$ cat src/rtl/bit_serial_alu_ctrl.sv
// Bit-serial ALU controller: accepts WIDTH-bit operand pairs, runs them LSB-first
// through a 1-bit AND/OR/NAND/ADD slice, and hands the result word downstream.
module bit_serial_alu_ctrl #(
  parameter int WIDTH = 8
) (
  input  logic             clk,
  input  logic             rst_n,
  input  logic             in_valid,
  output logic             in_ready,
  input  logic [1:0]       op,
  input  logic [WIDTH-1:0] a,
  input  logic [WIDTH-1:0] b,
  output logic             out_valid,
  input  logic             out_ready,
  output logic [WIDTH-1:0] result,
  output logic             carry_out,
  output logic             zero
);

  typedef enum logic [1:0] {
    IDLE = 2'd0,
    RUN  = 2'd1,
    DONE = 2'd2
  } state_t;

  localparam int CW = (WIDTH > 2) ? $clog2(WIDTH) : 1;
  localparam logic [CW-1:0] LAST_BIT = CW'(WIDTH - 1);
  localparam logic [1:0] OP_AND  = 2'b00;
  localparam logic [1:0] OP_OR   = 2'b01;
  localparam logic [1:0] OP_NAND = 2'b10;
  localparam logic [1:0] OP_ADD  = 2'b11;

  state_t           state_q, state_d;
  logic [CW-1:0]    cnt_q, cnt_d;
  logic [WIDTH-1:0] a_sh_q, a_sh_d;
  logic [WIDTH-1:0] b_sh_q, b_sh_d;
  logic [1:0]       op_q, op_d;
  logic             carry_q, carry_d;
  logic [WIDTH-1:0] result_q, result_d;
  logic             carry_out_q, carry_out_d;
  logic             zero_q, zero_d;

  logic             slice_s;
  logic             slice_c;
  logic             last_bit;

  assign last_bit = (cnt_q == LAST_BIT);

  // The 1-bit slice; the carry only advances for ADD.
  always_comb begin
    slice_s = 1'b0;
    slice_c = carry_q;
    unique case (op_q)
      OP_AND:  slice_s = a_sh_q[0] & b_sh_q[0];
      OP_OR:   slice_s = a_sh_q[0] | b_sh_q[0];
      OP_NAND: slice_s = ~(a_sh_q[0] & b_sh_q[0]);
      OP_ADD: begin
        slice_s = a_sh_q[0] ^ b_sh_q[0] ^ carry_q;
        slice_c = (a_sh_q[0] & b_sh_q[0]) | (carry_q & (a_sh_q[0] ^ b_sh_q[0]));
      end
      default: slice_s = 1'b0;
    endcase
  end

  always_comb begin
    state_d = state_q;
    unique case (state_q)
      IDLE:    if (in_valid) state_d = RUN;
      RUN:     if (last_bit) state_d = DONE;
      DONE:    if (out_ready) state_d = IDLE;
      default: state_d = IDLE;
    endcase
  end

  // Datapath next-state: load on accept, shift one bit per RUN cycle, flags on the last bit.
  always_comb begin
    cnt_d       = cnt_q;
    a_sh_d      = a_sh_q;
    b_sh_d      = b_sh_q;
    op_d        = op_q;
    carry_d     = carry_q;
    result_d    = result_q;
    carry_out_d = carry_out_q;
    zero_d      = zero_q;
    unique case (state_q)
      IDLE: begin
        if (in_valid) begin
          a_sh_d  = a;
          b_sh_d  = b;
          op_d    = op;
          carry_d = 1'b0;
          cnt_d   = '0;
        end
      end
      RUN: begin
        a_sh_d   = a_sh_q >> 1;
        b_sh_d   = b_sh_q >> 1;
        result_d = {slice_s, result_q[WIDTH-1:1]};
        carry_d  = slice_c;
        cnt_d    = cnt_q + CW'(1);
        if (last_bit) begin
          carry_out_d = (op_q == OP_ADD) ? slice_c : 1'b0;
          zero_d      = (result_d == '0);
        end
      end
      default: ;
    endcase
  end

  always_comb begin
    in_ready  = (state_q == IDLE);
    out_valid = (state_q == DONE);
    result    = result_q;
    carry_out = carry_out_q;
    zero      = zero_q;
  end

  always_ff @(posedge clk) begin
    if (!rst_n) begin
      state_q     <= IDLE;
      cnt_q       <= '0;
      a_sh_q      <= '0;
      b_sh_q      <= '0;
      op_q        <= OP_AND;
      carry_q     <= 1'b0;
      result_q    <= '0;
      carry_out_q <= 1'b0;
      zero_q      <= 1'b0;
    end else begin
      state_q     <= state_d;
      cnt_q       <= cnt_d;
      a_sh_q      <= a_sh_d;
      b_sh_q      <= b_sh_d;
      op_q        <= op_d;
      carry_q     <= carry_d;
      result_q    <= result_d;
      carry_out_q <= carry_out_d;
      zero_q      <= zero_d;
    end
  end

endmodule

$ cat config.mk
export PLATFORM = sky130hd
export DESIGN_NAME = bit_serial_alu_ctrl
export DESIGN_NICKNAME = d
export VERILOG_FILES = /design/src/rtl/bit_serial_alu_ctrl.sv
export SDC_FILE = /design/constraint.sdc
export NUM_CORES = 1
export LEC_CHECK = 0
export CORE_ASPECT_RATIO = 1.4
export CORE_MARGIN = 4
export CORE_UTILIZATION = 52
export CTS_BUF_LIST = sky130_fd_sc_hd__clkbuf_8
export DETAILED_ROUTE_END_ITERATION = 16
export HOLD_SLACK_MARGIN = 0.1
export PLACE_DENSITY = 0.81
export SLEW_MARGIN = 20
export SYNTH_ARGS = -nofsm -noshare
export SYNTH_HDL_FRONTEND = slang
export SYNTH_SLANG_ARGS = --single-unit
$ cat constraint.sdc
create_clock -name clk -period 1.8 [get_ports clk]
set_clock_uncertainty 0.1 [all_clocks]
set_input_delay 0.36 -clock clk [delete_from_list [all_inputs] [get_ports clk]]
set_output_delay 0.36 -clock clk [all_outputs]
set_load 0.05 [all_outputs]
==> impl_metrics.env <==
export IMPL_mappedNetlistArea_um2=1630
export IMPL_cap_violations=0
export IMPL_finalHoldViolations=0
export IMPL_layout_drive_gt1_share=0.140
export IMPL_multi_input_area_um2=825
export IMPL_p_leak_nw=0.939
export IMPL_dpl_hpwl_um=2520
export IMPL_yosys_top_cells_area="dfxtp_1 42%, nand2_1 11%, o211a_1 8.0%"
export IMPL_start_kind="flop"
export IMPL_post_cts_resized=1
export IMPL_grt_max_degree=34
export IMPL_utilization=0.695
export IMPL_rsz0062_at_grt="false"
export IMPL_ant_nets=0
export IMPL_yosysWarningCount=0
export IMPL_relSlewSlack=0.742
export IMPL_fillers=256
export IMPL_period_needed_ps=1660
export IMPL_drc=0
export IMPL_dr_total_vias=1361
export IMPL_r2r_end="result[7]"
export IMPL_clk_transition_reported_paths_ps=70
export IMPL_fmaxAchievable_mhz=602
export IMPL_routed_wl_um=3440
export IMPL_ys_seq_area_frac=0.418
export IMPL_worstSetupEndpointType="output pin"
export IMPL_vdd_ir_drop_max_mv=0.695
export IMPL_fin_total_pwr_mw=1.67
export IMPL_synth_compound_area_frac=0.165
export IMPL_synth_top_area_cell="dfxtp_1"
export IMPL_cts_max_level=2
export IMPL_ys_ff_latch=34
export IMPL_dr_pass1_iters=4
export IMPL_port_buffer_count=33
export IMPL_io_pin_count=34
export IMPL_fp_dieW_um=55.3
export IMPL_syn_to_final_growth_pct=25.4
export IMPL_die_y_um=74.2
export IMPL_finalSetupTns_ps=0
export IMPL_cp_top_family="flip-flops"
export IMPL_overflow=0
export IMPL_synth_fa_ha_area_frac=0.0431
export IMPL_fin_crit_sh=0.923
export IMPL_worst_hold_slack_ps=375
export IMPL_hold_path_depth=2
export IMPL_synth_fp_nets=213
export IMPL_num_rows=23
export IMPL_grt_pass1_wl_um=6000
export IMPL_drv_slew=0
export IMPL_wl_per_cell_um=13.7
export IMPL_synth_top_family_by_area="simple AND/OR/NAND/NOR gates"
export IMPL_slowest_delay_ps=450
export IMPL_grtUsageTotal=0.183
export IMPL_antenna_found_initial=0
export IMPL_cts_buffers=5
export IMPL_clockBufferDepth=2
export IMPL_arrival_ps=1200
export IMPL_die_area_um2=4100
export IMPL_routabilityCongestion=0.788
export IMPL_grt_pass1_vias=1387
export IMPL_min_from="zero"
export IMPL_crit_path_max_fanout=9
export IMPL_hold_end="zero"
export IMPL_seqCellArea_um2=682
export IMPL_tightest_slew_ps=386
export IMPL_reg2reg_from="a_sh_q[0]"
export IMPL_hold_class="reg -> reg"
export IMPL_clock_sinks=34
export IMPL_syn_instance_count=186
export IMPL_drt_iter0_drc=26
export IMPL_synthXorXnorAreaFrac=0.00538
export IMPL_ys_types=37
export IMPL_worst_path_buf_inv=1
export IMPL_yosys_area_share_simple=0.274
export IMPL_antenna_cells=0
export IMPL_cts_setup_buffers=0
export IMPL_reg2reg_depth=4
export IMPL_hold_buffers=0
export IMPL_cts_tree="built"
export IMPL_crit_required_ps=1340
export IMPL_start_util=0.554
export IMPL_status="finished, final reports clean"
export IMPL_cp_slowest_cell="dfxtp_2"
export IMPL_viasPerCell=5.40
export IMPL_clk_latency_ps=280
export IMPL_finalSetupViolCount=0
export IMPL_synth_top_area_frac=0.418
export IMPL_powerDensity_nw_per_um2=818
export IMPL_rrSetupSlack_ps=210
export IMPL_root_buffer="clkbuf_8"
export IMPL_layout_nets=241
export IMPL_path_class="reg -> out"
export IMPL_cp_cell_sequence="nor2b_1 -> buf_12"
export IMPL_syn_avg_cell_area_um2=8.74
export IMPL_core_area_um2=2940
export IMPL_muxShareOfSynthArea=0.0185
worst max path at each step:
stage / startpoint / end / cells past startpoint
floorplan: state_q[1] / out_valid / 2
global placement: in_valid / a_sh_q[0] / 5
detailed placement: in_valid / b_sh_q[0] / 5
CTS: state_q[1] / out_valid / 2
global route: state_q[1] / out_valid / 2
finish: state_q[1] / out_valid / 2
final cells by class:
| class | instances | share of cell area |
|---|---|---|
| clock inverter | 2 | 0.00429 |
| clock buffer | 6 | 0.0405 |
| multi-input combinational | 132 | 0.404 |
| tap | 37 | 0.0227 |
| sequential | 34 | 0.334 |
| timing repair buffer | 37 | 0.187 |
| inverter | 4 | 0.00736 |
synth_stat cells:
cell type / instances
a21boi_1: 4
fa_1: 1
dfxtp_1: 34
ha_1: 4
and2_1: 1
o21ai_0: 1
nand2_1: 46
a21oi_1: 3
nor2_4: 1
nor2b_4: 1
nand2b_4: 1
or2_0: 1
clkbuf_2: 1
nor4_1: 1
nor3b_1: 1
nor2b_1: 10
buf_4: 1
nand2b_1: 1
o21ai_1: 1
nand3_1: 16
o211a_1: 13
nand4_1: 2
inv_1: 4
a31oi_1: 1
nor3_1: 1
a31o_2: 1
nor4b_1: 1
xor2_1: 1
nor2_2: 1
buf_6: 5
buf_2: 5
a22oi_1: 4
clkbuf_1: 4
mux2i_1: 3
a21boi_0: 5
nor2_1: 2
and3_1: 3
cell usage in the layout, fill, tap and decap left out, types with 2 or more instances in the layout:
master / n
and3_1: 3
nand4_1: 2
o211a_1: 13
nand3_1: 16
a21boi_0: 5
clkbuf_8: 6
buf_12: 4
nand2_1: 46
a21boi_1: 4
ha_1: 4
a22oi_1: 4
mux2i_1: 3
a21oi_1: 3
dfxtp_1: 33
nor2b_1: 10
inv_1: 5
buf_4: 12
clkdlybuf4s50_1: 21
nor2_2: 2
worst reg2reg max path, delay by kind of cell, from the launching register on:
kind	cells	cell delay [ps]
adder cells (fa/ha/maj)	1	540
AO/OA/AOI/OAI	2	480
flip-flops	1	340
multiplexers	1	70
where the power goes:
group          internal [mW]  switching, mW
Clock                  0.303          0.264
Combinational          0.140          0.131
Sequential             0.795         0.0347
registers in the layout (all words and copies together), names as in the netlist:
| name | flops |
|---|---|
| cnt_q | 3 |
| carry_out | 1 |
| b_sh_q | 8 |
| result | 8 |
| state_q | 2 |
| a_sh_q | 8 |
| carry_q | 1 |
| zero | 1 |
| op_q | 2 |
cells by family after synthesis:
logic type | Yosys count
adders and majority gates | 5
buffers and inverters | 20
DFF | 34
xor gates and xnor gates | 1
and+or+nand+nor | 90
AOI/OAI and AO/OA | 33
muxes | 3
routing by layer:
layer / wire length (um) / vias up / track usage
li1: - / 682 / -
met2: 1860 / 31 / 0.350
met4: 49 / 0 / 0.0784
met3: 160 / 6 / 0.0486
met5: 0 / - / 0
met1: 1370 / 642 / 0.188
per-stage QoR:
| stage | area [um^2] | instances | setup WS (ps) |
|---|---|---|---|
| after global placement | 1950 | 244 | 94.8 |
| after detailed placement | 1950 | 244 | 57.0 |
| after CTS | 2040 | 252 | 121 |
| final | 2040 | 252 | 138 |
| after floorplan | 1630 | 186 | 144 |
| after global routing | 2040 | 252 | 68.6 |
No activity file was read; power rests on OpenSTA's default activity.
